[src/rtl/pe_mac_unit.sv]
// Per-core multiply-accumulate datapath: fetches one operand pair per controller step,
// accumulates the signed product, and writes the dot product when the controller closes the cell.
module pe_mac_unit #(
   parameter int DATA_W = 32,
   parameter int ACC_W  = 32,
   parameter int ADDR_W = 32
) (
   input  logic              clk,
   input  logic              rst_n,
   input  logic              pe_active,
   input  logic              vec_fin,
   input  logic [ADDR_W-1:0] left_mem_index,
   input  logic [ADDR_W-1:0] right_mem_index,
   input  logic [ADDR_W-1:0] result_mem_index,
   output logic              left_rd_en,
   output logic [ADDR_W-1:0] left_rd_addr,
   input  logic [DATA_W-1:0] left_rd_data,
   output logic              right_rd_en,
   output logic [ADDR_W-1:0] right_rd_addr,
   input  logic [DATA_W-1:0] right_rd_data,
   output logic              step_fin,
   output logic              res_wr_en,
   output logic [ADDR_W-1:0] res_wr_addr,
   output logic [DATA_W-1:0] res_wr_data,
   output logic              busy,
   output logic [31:0]       cells_done
);

   typedef enum logic [2:0] {
      ST_IDLE, ST_FETCH, ST_WAIT, ST_ACC, ST_SYNC, ST_WRITE
   } state_t;

   state_t                    state_q, state_d;
   logic        [ACC_W-1:0]   acc_q, acc_d;
   logic                      first_q, first_d;
   logic        [ADDR_W-1:0]  res_addr_q, res_addr_d;
   logic signed [DATA_W-1:0]  l_op_q, l_op_d;
   logic signed [DATA_W-1:0]  r_op_q, r_op_d;
   logic                      rd_en_q, rd_en_d;
   logic        [ADDR_W-1:0]  left_addr_q, left_addr_d;
   logic        [ADDR_W-1:0]  right_addr_q, right_addr_d;
   logic                      step_fin_q, step_fin_d;
   logic                      wr_en_q, wr_en_d;
   logic        [ADDR_W-1:0]  wr_addr_q, wr_addr_d;
   logic        [DATA_W-1:0]  wr_data_q, wr_data_d;
   logic                      busy_q, busy_d;
   logic        [31:0]        cells_done_q, cells_done_d;
   logic signed [ACC_W-1:0]   prod;
   logic                      launch;

   // Operands are sign-extended to the accumulator width, so this is the product mod 2^ACC_W.
   assign prod = l_op_q * r_op_q;

   always_comb begin
      state_d      = state_q;
      acc_d        = acc_q;
      first_d      = first_q;
      res_addr_d   = res_addr_q;
      l_op_d       = l_op_q;
      r_op_d       = r_op_q;
      rd_en_d      = 1'b0;
      left_addr_d  = left_addr_q;
      right_addr_d = right_addr_q;
      step_fin_d   = 1'b0;
      wr_en_d      = 1'b0;
      wr_addr_d    = wr_addr_q;
      wr_data_d    = wr_data_q;
      cells_done_d = cells_done_q;
      launch       = 1'b0;

      case (state_q)
         ST_IDLE:  launch = pe_active;
         ST_FETCH: state_d = ST_WAIT;
         ST_WAIT: begin
            l_op_d     = left_rd_data;
            r_op_d     = right_rd_data;
            step_fin_d = 1'b1;
            state_d    = ST_ACC;
         end
         ST_ACC: begin
            acc_d   = acc_q + prod;
            state_d = ST_SYNC;
         end
         ST_SYNC: begin
            if (vec_fin) begin
               state_d   = ST_WRITE;
               wr_en_d   = 1'b1;
               wr_addr_d = res_addr_q;
               wr_data_d = acc_q[DATA_W-1:0];
            end else begin
               state_d = ST_IDLE;
               launch  = pe_active;
            end
         end
         ST_WRITE: begin
            acc_d        = '0;
            first_d      = 1'b1;
            cells_done_d = cells_done_q + 32'd1;
            state_d      = ST_IDLE;
            launch       = pe_active;
         end
         default: state_d = ST_IDLE;
      endcase

      // SYNC and WRITE fall through the idle decision so back-to-back steps take 4 cycles.
      if (launch) begin
         state_d      = ST_FETCH;
         rd_en_d      = 1'b1;
         left_addr_d  = left_mem_index;
         right_addr_d = right_mem_index;
         if (first_d) begin
            res_addr_d = result_mem_index;
            first_d    = 1'b0;
         end
      end

      busy_d = (state_d != ST_IDLE);
   end

   always_ff @(posedge clk or negedge rst_n) begin
      if (!rst_n) begin
         state_q      <= ST_IDLE;
         acc_q        <= '0;
         first_q      <= 1'b1;
         res_addr_q   <= '0;
         l_op_q       <= '0;
         r_op_q       <= '0;
         rd_en_q      <= 1'b0;
         left_addr_q  <= '0;
         right_addr_q <= '0;
         step_fin_q   <= 1'b0;
         wr_en_q      <= 1'b0;
         wr_addr_q    <= '0;
         wr_data_q    <= '0;
         busy_q       <= 1'b0;
         cells_done_q <= '0;
      end else begin
         state_q      <= state_d;
         acc_q        <= acc_d;
         first_q      <= first_d;
         res_addr_q   <= res_addr_d;
         l_op_q       <= l_op_d;
         r_op_q       <= r_op_d;
         rd_en_q      <= rd_en_d;
         left_addr_q  <= left_addr_d;
         right_addr_q <= right_addr_d;
         step_fin_q   <= step_fin_d;
         wr_en_q      <= wr_en_d;
         wr_addr_q    <= wr_addr_d;
         wr_data_q    <= wr_data_d;
         busy_q       <= busy_d;
         cells_done_q <= cells_done_d;
      end
   end

   assign left_rd_en    = rd_en_q;
   assign right_rd_en   = rd_en_q;
   assign left_rd_addr  = left_addr_q;
   assign right_rd_addr = right_addr_q;
   assign step_fin      = step_fin_q;
   assign res_wr_en     = wr_en_q;
   assign res_wr_addr   = wr_addr_q;
   assign res_wr_data   = wr_data_q;
   assign busy          = busy_q;
   assign cells_done    = cells_done_q;

endmodule

[config.mk]
export PLATFORM = sky130hd
export DESIGN_NAME = pe_mac_unit
export DESIGN_NICKNAME = d
export VERILOG_FILES = /design/src/rtl/pe_mac_unit.sv
export SDC_FILE = /design/constraint.sdc
export NUM_CORES = 2
export LEC_CHECK = 0
export ABC_AREA = 0
export CAP_MARGIN = 20
export CORE_ASPECT_RATIO = 0.7
export CORE_MARGIN = 8
export CORE_UTILIZATION = 59
export CTS_BUF_LIST = sky130_fd_sc_hd__clkbuf_4
export DETAILED_ROUTE_END_ITERATION = 10
export PLACE_DENSITY = 0.83
export RECOVER_POWER = 100
export SLEW_MARGIN = 20
export SYNTH_ARGS = -nofsm -noshare
export SYNTH_HDL_FRONTEND = slang
export SYNTH_SLANG_ARGS = --single-unit
[constraint.sdc]
create_clock -name clk -period 9.4 [get_ports clk]
set_input_delay 1.88 -clock clk [delete_from_list [all_inputs] [get_ports clk]]
set_output_delay 1.88 -clock clk [all_outputs]
set_load 0.01 [all_outputs]
Word-level counts from Yosys, hierarchy flattened
Index checks and enable logic that the tools add are counted.

Register bits: 296. Input bits: 164. Output and inout port bits: 165. Logic and storage cells: 41.

$add $sub $neg: 2. Multipliers: 1. Eq/ne operators: 5. Muxes and demuxes: 12. Reduce and logical (&&, ||, !) cells: 6.

Operators with widths (number): 32-bit one-hot mux with 2 select lines (1); 32-bit by 1-bit adder with 32-bit output, second input constant (1); 32-bit adder (1); 32-bit by 32-bit multiplier with 32-bit output (1); 3-bit one-hot mux with 5 select lines (1); 1-bit 2-to-1 mux (7); 3-bit by 2-bit == test with 1-bit output, second input constant (2); 3-bit == test, second input constant (2); 3-bit 2-to-1 mux (2); 2-bit AND reduction (2); 3-bit by 1-bit == test with 1-bit output, second input constant (1); 3-bit zero test (1); 3-bit nonzero test (1); 1-bit one-hot mux with 2 select lines (1); 2-bit nonzero test (1); 2-bit OR reduction (1).

Depth between registers and ports, before layout
Depth in word-level cells: 5. Mapped depth: 28. Gate-level depth less buffers: 26.

Worst setup path after synthesis
No wires, ideal clock.

Path type: reg-to-reg. Start: reg l_op_q[13]. End: reg acc_q[30]. Setup time: 131 ps. Arrival: 6727 ps. Required time: 9269 ps. Slack: 2542 ps. Cell stages (with the launch flop): 26. Buffers on the path: 2. Clock period less this slack: 6858 ps. Cell sequence: dfrtp_1 > clkbuf_1 > clkbuf_1 > and2_1 > fa_1 > fa_1 > fa_1 > inv_1 > fa_1 > inv_1 > fa_1 > fa_1 > fa_1 > inv_1 > fa_1 > inv_1 > ha_1 > a21o_1 > a211oi_1 > o2bb2ai_1 > a21o_1 > o31ai_2 > a311oi_4 > a21oi_2 > xnor2_1 > o21ai_1.

Longest elaborated chain between the ends: 3.

Ends and longest elaborated chain: from (decl) (RTL line 37) `logic signed [DATA_W-1:0] l_op_q, l_op_d;`; from (signal assigned) (RTL line 142) `l_op_q <= l_op_d;`; 32-bit by 32-bit multiplier with 32-bit output (RTL line 52) `assign prod = l_op_q * r_op_q;`; 32-bit adder (RTL line 81) `acc_d = acc_q + prod;`; 32-bit one-hot mux with 2 select lines (RTL line 71) `case (state_q)`; to (signal assigned) (RTL line 123) `acc_q <= '0;`; to (signal assigned) (RTL line 139) `acc_q <= acc_d;`; to (decl) (RTL line 34) `logic [ACC_W-1:0] acc_q, acc_d;`.

No other way between the ends. A chain may end at the register's enable or synchronous reset.

Worst setup path after layout
Start: reg r_op_q[0]. End: reg acc_q[30].

Longest elaborated chain between the ends: 3.

Ends and longest elaborated chain: from (decl) (RTL line 38) `logic signed [DATA_W-1:0] r_op_q, r_op_d;`; from (signal assigned) (RTL line 143) `r_op_q <= r_op_d;`; 32-bit by 32-bit multiplier with 32-bit output (RTL line 52); 32-bit adder (RTL line 81); 32-bit one-hot mux with 2 select lines (RTL line 71).

No other way between the ends.

==> flow_summary.json <==
{
  "antenna_found_initial": 3,
  "synthesis.instances": 2774,
  "synth_area_per_cell_um2": 10.18,
  "dieArea_um2": 55230,
  "worst-r2r-setup-slack_ns": 0.92,
  "drc": 0,
  "port_buffers": 328,
  "grt_start_max_net_pins": 101,
  "cts.sinks": 296,
  "clk_pin_slew_ns": 0.09,
  "endpoint_kind": "register",
  "fin_nets": 3827,
  "die_y_um": 199.0,
  "relSlewSlack": -2.573,
  "hp-start": "right_rd_addr[29]",
  "critPathLaunchType": "register",
  "cp.required_ns": 10.10,
  "first_pass_iters": 5,
  "r2r_start": "r_op_q[0]",
  "cts_buffers": 78,
  "syn-cell-area_um2": 28240,
  "rr_endpoint": "acc_q[30]",
  "drive_above_1_share": 0.09460,
  "h-tree-depth": 3,
  "wl_um": 76280,
  "wire_per_inst_um": 20.33,
  "grt_pass1_wl_um": 124500,
  "nFillCells": 3493,
  "vias": 20320,
  "cts-resized-gates": 0,
  "synth-seq-cells": 296,
  "syn2layout_area_growth_pct": 16.48,
  "hpwl_um": 59540,
  "ys_warn_count": 0,
  "fin_crit_ns": 8.477,
  "fp-row-count": 67,
  "finalSetupViolCount": 0,
  "cts_setup_buffers": 0,
  "top_layer": "met4",
  "violations": "capacitance limit, slew limit",
  "reg2reg_depth": 24,
  "hold_viol": 0,
  "ys_types": 50,
  "holdPathEnd": "right_rd_addr[29]",
  "fin_crit_sh": 0.9018,
  "fmax_mhz": 118.0,
  "drv_cap": 9,
  "die_w_um": 277.5,
  "gr-usage-all-layers": 0.2869,
  "whs_path_depth": 2,
  "overflow": 0,
  "drt-met1-wl_um": 31290,
  "first_global_vias": 22480,
  "critPathKind": "register to register",
  "finClkSkew_ns": 0.08401,
  "core_area_um2": 47530,
  "hold_path.class": "register to register",
  "initial_core_util": 0.5941,
  "cts_root_buffer": "clkbuf_4",
  "clock_path_buffers": 3,
  "path_max_fanout": 24,
  "met3_length_um": 7773,
  "rsz0062_at_grt": "false",
  "max_slew.worst_pin.slew_ns": 5.360,
  "seqCellArea_um2": 7410,
  "ys_seq_area_frac": 0.2624,
  "ant_nets": 0,
  "status": "finished with violations",
  "drt-initial-drc-count": 1311,
  "dr_wl_met2_um": 35350,
  "gp_congestion": 0.9091,
  "final.setup.tns_ns": 0,
  "drv_slew": 520,
  "hold_buffers": 0,
  "cts_tree": "yes",
  "viasPerCell": 5.415,
  "clock_latency_ns": 0.85,
  "cp.arrival_ns": 9.17,
  "multi_input_area_um2": 18320,
  "io_pins": 329,
  "syn-num-nets": 3528
}
## how the worst max path moves through the flow
stage / endpoint / cells past startpoint / from
after global routing: acc_q[29] / 24 / r_op_q[0]
after global placement: acc_q[30] / 23 / r_op_q[2]
after CTS: acc_q[30] / 23 / r_op_q[2]
after floorplan: acc_q[30] / 25 / l_op_q[13]
final: acc_q[30] / 24 / r_op_q[0]
after detailed placement: acc_q[30] / 23 / r_op_q[2]
## stage by stage
stage | hold slack, ns | util | cell area [µm²] | setup WS [ns] | cells
after floorplan | 0.4659 | - | 28240 | 2.542 | 2774
after global placement | 0.4560 | 0.6725 | 31960 | 1.923 | 3613
after detailed placement | 0.4613 | 0.6728 | 31980 | 1.827 | 3614
after CTS | 0.4770 | 0.6937 | 32970 | 1.781 | 3750
after global routing | 0.4982 | 0.6920 | 32890 | 0.7246 | 3753
final | 0.4694 | 0.6920 | 32890 | 0.9231 | 3753
## synthesized netlist by cell type, drive strengths merged
| library cell | count | area share |
|---|---|---|
| nand2 | 452 | 0.060 |
| dfrtp | 295 | 0.26 |
| nor2b | 3 | 0.00066 |
| xor2 | 35 | 0.011 |
| or3 | 4 | 0.0011 |
| o32a | 1 | 0.00035 |
| nand4 | 5 | 0.0011 |
| clkbuf | 118 | 0.016 |
| nand3b | 2 | 0.00053 |
| nand2b | 8 | 0.0018 |
| mux2 | 161 | 0.064 |
| nand3 | 11 | 0.0019 |
| inv | 524 | 0.070 |
| o21bai | 4 | 0.0011 |
| buf | 13 | 0.0024 |
| o21a | 5 | 0.0013 |
| dfstp | 1 | 0.00093 |
| fa | 438 | 0.31 |
| o21ai | 42 | 0.0078 |
| o31ai | 1 | 0.00044 |
| and3b | 2 | 0.00062 |
| o2bb2ai | 1 | 0.00031 |
| a21o | 13 | 0.0035 |
| ha | 152 | 0.067 |
| nor3 | 6 | 0.0011 |
| and2 | 318 | 0.070 |
| and4 | 1 | 0.00031 |
| or2 | 1 | 0.00022 |
| o22ai | 1 | 0.00022 |
| xnor2 | 87 | 0.027 |
| a21oi | 19 | 0.0036 |
| a211oi | 6 | 0.0018 |
| nor2 | 23 | 0.0032 |
| o211a | 1 | 0.00035 |
| a22o | 5 | 0.0016 |
| nor3b | 3 | 0.00080 |
| a32o | 1 | 0.00035 |
| a311oi | 1 | 0.00093 |
| o31a | 1 | 0.00031 |
| and3 | 7 | 0.0016 |
| o2111ai | 2 | 0.00062 |
## critical path: stages, from the launching register on
cell      delay (ns)
dfrtp_1         0.68
clkbuf_1        1.08
and2_1          0.32
fa_1            0.47
fa_1            0.54
inv_1           0.05
fa_1            0.47
fa_1            0.55
inv_1           0.04
ha_1            0.27
ha_1            0.30
fa_1            0.50
inv_1           0.05
fa_1            0.47
inv_1           0.05
ha_1            0.37
a21o_1          0.22
a21o_1          0.18
or3_1           0.36
o21ai_4         0.21
o31ai_2         0.15
a311oi_1        0.61
a21oi_2         0.14
xnor2_1         0.18
o21ai_1         0.07
## sequential cells by signal, summed over array words and instances, names as in the netlist
signal         cells
acc_q             32
cells_done        32
l_op_q            32
left_rd_addr      32
r_op_q            32
res_addr_q        32
res_wr_addr       32
res_wr_data       32
right_rd_addr     32
state_q            3
busy               1
first_q            1
left_rd_en         1
res_wr_en          1
step_fin           1
## final cells by class
class	count	area share
Clock inverter	30	0.006010
Antenna cell	3	0.0002282
Sequential cell	296	0.2253
Tap cell	621	0.02362
Clock buffer	106	0.02419
Multi-Input combinational cell	1823	0.5570
Timing Repair Buffer	350	0.1038
Inverter	524	0.05984
## logic make-up after synthesis
family	count (synthesis)	synth area share
xor+xnor	122	0.03784
flops	296	0.2624
compound gates	104	0.02455
fa+ha+maj	590	0.3779
mux	161	0.06420
simple gates	846	0.1454
buf+inv	655	0.08778
## layer usage
layer  vias up  track usage
li1       8894            -
met1     10390       0.3879
met2       909       0.4504
met3       131      0.08707
met4         0      0.08060
met5         -            0
## cells in the final DEF (no fill, tap or decap), drive strengths merged, types with 11 or more instances in the layout
| cell type | n |
|---|---|
| xnor2 | 87 |
| xor2 | 35 |
| dfrtp | 295 |
| mux2 | 161 |
| nand3 | 11 |
| a21o | 13 |
| buf | 12 |
| and2 | 318 |
| clkinv | 27 |
| o21ai | 42 |
| fa | 438 |
| clkdlybuf4s50 | 161 |
| clkbuf | 117 |
| a21oi | 19 |
| nand2 | 452 |
| nor2 | 23 |
| ha | 152 |
| dlygate4sd3 | 166 |
| inv | 525 |
Power is not shown: default switching activity piles up to over one toggle a cycle in this logic, so the estimate is an artifact.
==> RTL change (same flow settings) <==
The 6 states of `state_t` get a one-hot encoding in 6 bits.
--- a/src/rtl/pe_mac_unit.sv
+++ b/src/rtl/pe_mac_unit.sv
@@ -27,6 +27,6 @@
 );
 
-   typedef enum logic [2:0] {
-      ST_IDLE, ST_FETCH, ST_WAIT, ST_ACC, ST_SYNC, ST_WRITE
+   typedef enum logic [5:0] {
+      ST_IDLE = 6'b000001, ST_FETCH = 6'b000010, ST_WAIT = 6'b000100, ST_ACC = 6'b001000, ST_SYNC = 6'b010000, ST_WRITE = 6'b100000
    } state_t;
 
Formal check against the unedited RTL: same outputs for any inputs over 4 cycles, from zero or initial values and one cycle with rst_n low; so few cycles prove little.
==> RTL change against the unedited design <==
- the run still ends with max-capacitance violations, max-slew violations left
- sequential cell count grew 3
- worst setup slack gained 0.65 ns
- critical path depth shrank 2
- design area grew 0.78%
- area after synthesis grew 0.64%
- routed wire length grew 3.1%
- global-route usage grew 0.23 points
Power is not shown: default switching activity piles up to over one toggle a cycle in this logic, so the estimate is an artifact.
==> RTL change: results (changes against the unedited design) <==
[outcome] run status complete, but fails checks
[outcome] violations in the final reports max-capacitance violations, max-slew violations
[sta] total count of max-transition violations in the final report 461 [-11%]
[critical_path] launch point of the worst path l_op_q[3]
[sta] final setup skew 0.06805 ns [-0.01596 ns]
[global_route] largest net degree at the start of global routing 193 [+91%]
[global_route] antenna violations before repair 4 [+1]
[synthesis] most area-consuming cells after synthesis sky130_fd_sc_hd__fa_1 (31%), sky130_fd_sc_hd__dfrtp_1 (26%), sky130_fd_sc_hd__nand2_1 (7.9%), sky130_fd_sc_hd__inv_1 (7.0%), sky130_fd_sc_hd__and2_1 (7.0%)
[clocking] total setup buffers inserted after CTS 0 [unchanged]
[job] Max-Cap Viols 8 [-1]
[place] Final HPWL DP 60940 um [+2.3%]
[detailed_routing] Total Routed Length 78620 um [+3.1%]
[critical_path] largest fanout on the critical path 16 [-33%]
[synthesis] Synth Area in XOR/XNOR 3.606% [-0.18 points]
[critical_path] slowest cell on the critical path sky130_fd_sc_hd__dfrtp_1
[clocking] number of CTS-inserted buffers 80 [+2.6%]
[synthesis] count of cell types in the netlist 56 [+12%]
[detailed_routing] number of vias per cell 5.424 [+0.16%]
[synthesis] area share of fa/ha/maj cells after synthesis 37.55% [-0.24 points]
[global_route] Tot GR Track Use 28.92% [+0.23 points]
[cells_and_area] layout cell share with drive strength beyond 1 7.556% [-1.9 points]
[global_route] first-pass GRT wire length 126400 um [+1.5%]
[critical_path] stage delay of the slowest cell on the critical path 0.84 ns [-0.24 ns]
[synthesis] Async S/R FF share, synth 100.0% [unchanged]
[place] input/output buffers 328 [unchanged]
[sta] relative slew slack -153.6% [+100 points]
[synthesis] Post-Syn Nets 3673 [+4.1%]
[synthesis] leading register cell type out of synthesis sky130_fd_sc_hd__dfrtp_1
[critical_path] critical path data arrival time 8.56 ns [-0.61 ns]
[synthesis] part of the Yosys area used for sequential elements 26.34% [+0.10 points]
[detailed_routing] drt first pass iters 6 [+1]
[detailed_routing] violation count after the first detailed-route iteration 1524 [+16%]
[clocking] Clock Pin Slew Worst Setup and Hold Paths 0.07 ns [-0.02 ns]
[place] weighted congestion at the end of routability-driven global placement 0.9614 [+5.8%]
[global_route] number of global-route vias before repair 23.40k [+4.1%]
[hold_path] Tightest Hold Check Type flop to flop
[synthesis] compound-gate portion of the synthesized area 2.664% [+0.21 points]
[synthesis] cell types with the highest counts after synthesis sky130_fd_sc_hd__nand2_1 (598), sky130_fd_sc_hd__inv_1 (533), sky130_fd_sc_hd__fa_1 (438)
[synthesis] share of cell area taken by muxes after synthesis 3.879% [-2.5 points]
[cells_and_area] Total Nets Final 3970 [+3.7%]
[hold_path] Hold Crit Start res_addr_q[0]
[RTL change: changes by cell type after synthesis, moves of 9 or more]
cell	unedited run	this run
sky130_fd_sc_hd__a21o_1	13	4
sky130_fd_sc_hd__inv_1	524	533
sky130_fd_sc_hd__mux2_2	161	97
sky130_fd_sc_hd__nand2_1	452	598
sky130_fd_sc_hd__nor3_1	6	15
sky130_fd_sc_hd__o21ai_0	27	55
[RTL change: path summary, 6_finish.rpt]
kind	cells past startpoint	endpoint	slack [ns]
hold reg to reg	2	res_wr_addr[0]	0.46
min in group asynchronous	1	cells_done[14]	2.07
setup reg to reg	22	acc_q[28]	1.57
hold / removal	2	res_wr_addr[0]	0.46
max in group asynchronous	3	r_op_q[30]	2.43
setup / recovery	22	acc_q[28]	1.57
[RTL change: through the flow]
step                      instance area [um2]  hold slack (ns)  instances  util [%]  setup WS (ns)
after floorplan                         28420           0.4331       2919         -          2.725
after global placement                  32150           0.4409       3754     67.41          2.084
after detailed placement                32150           0.4481       3754     67.41          1.919
after CTS                               33210           0.4690       3902     69.61          1.872
after global routing                    33150           0.4921       3907     69.49          1.260
final                                   33150           0.4633       3907     69.49          1.569
[RTL change: cell type report]
class                           instances  area [um2]
Antenna cell                            4       10.01
Clock buffer                          114       855.8
Clock inverter                         34       197.7
Fill cell                            3454       14550
Inverter                              535        2009
Multi-Input combinational cell       1946       18350
Sequential cell                       299        7486
Tap cell                              621       777.0
Timing Repair Buffer                  354        3462
[RTL change: per-layer routing]
metal	vias up	routed length [um]	global-route usage, %
met1	10690	30860	37.33
met4	0	3084	11.30
met3	190	7502	8.283
met5	-	0	1.060
met2	996	37180	46.29
li1	9313	-	-
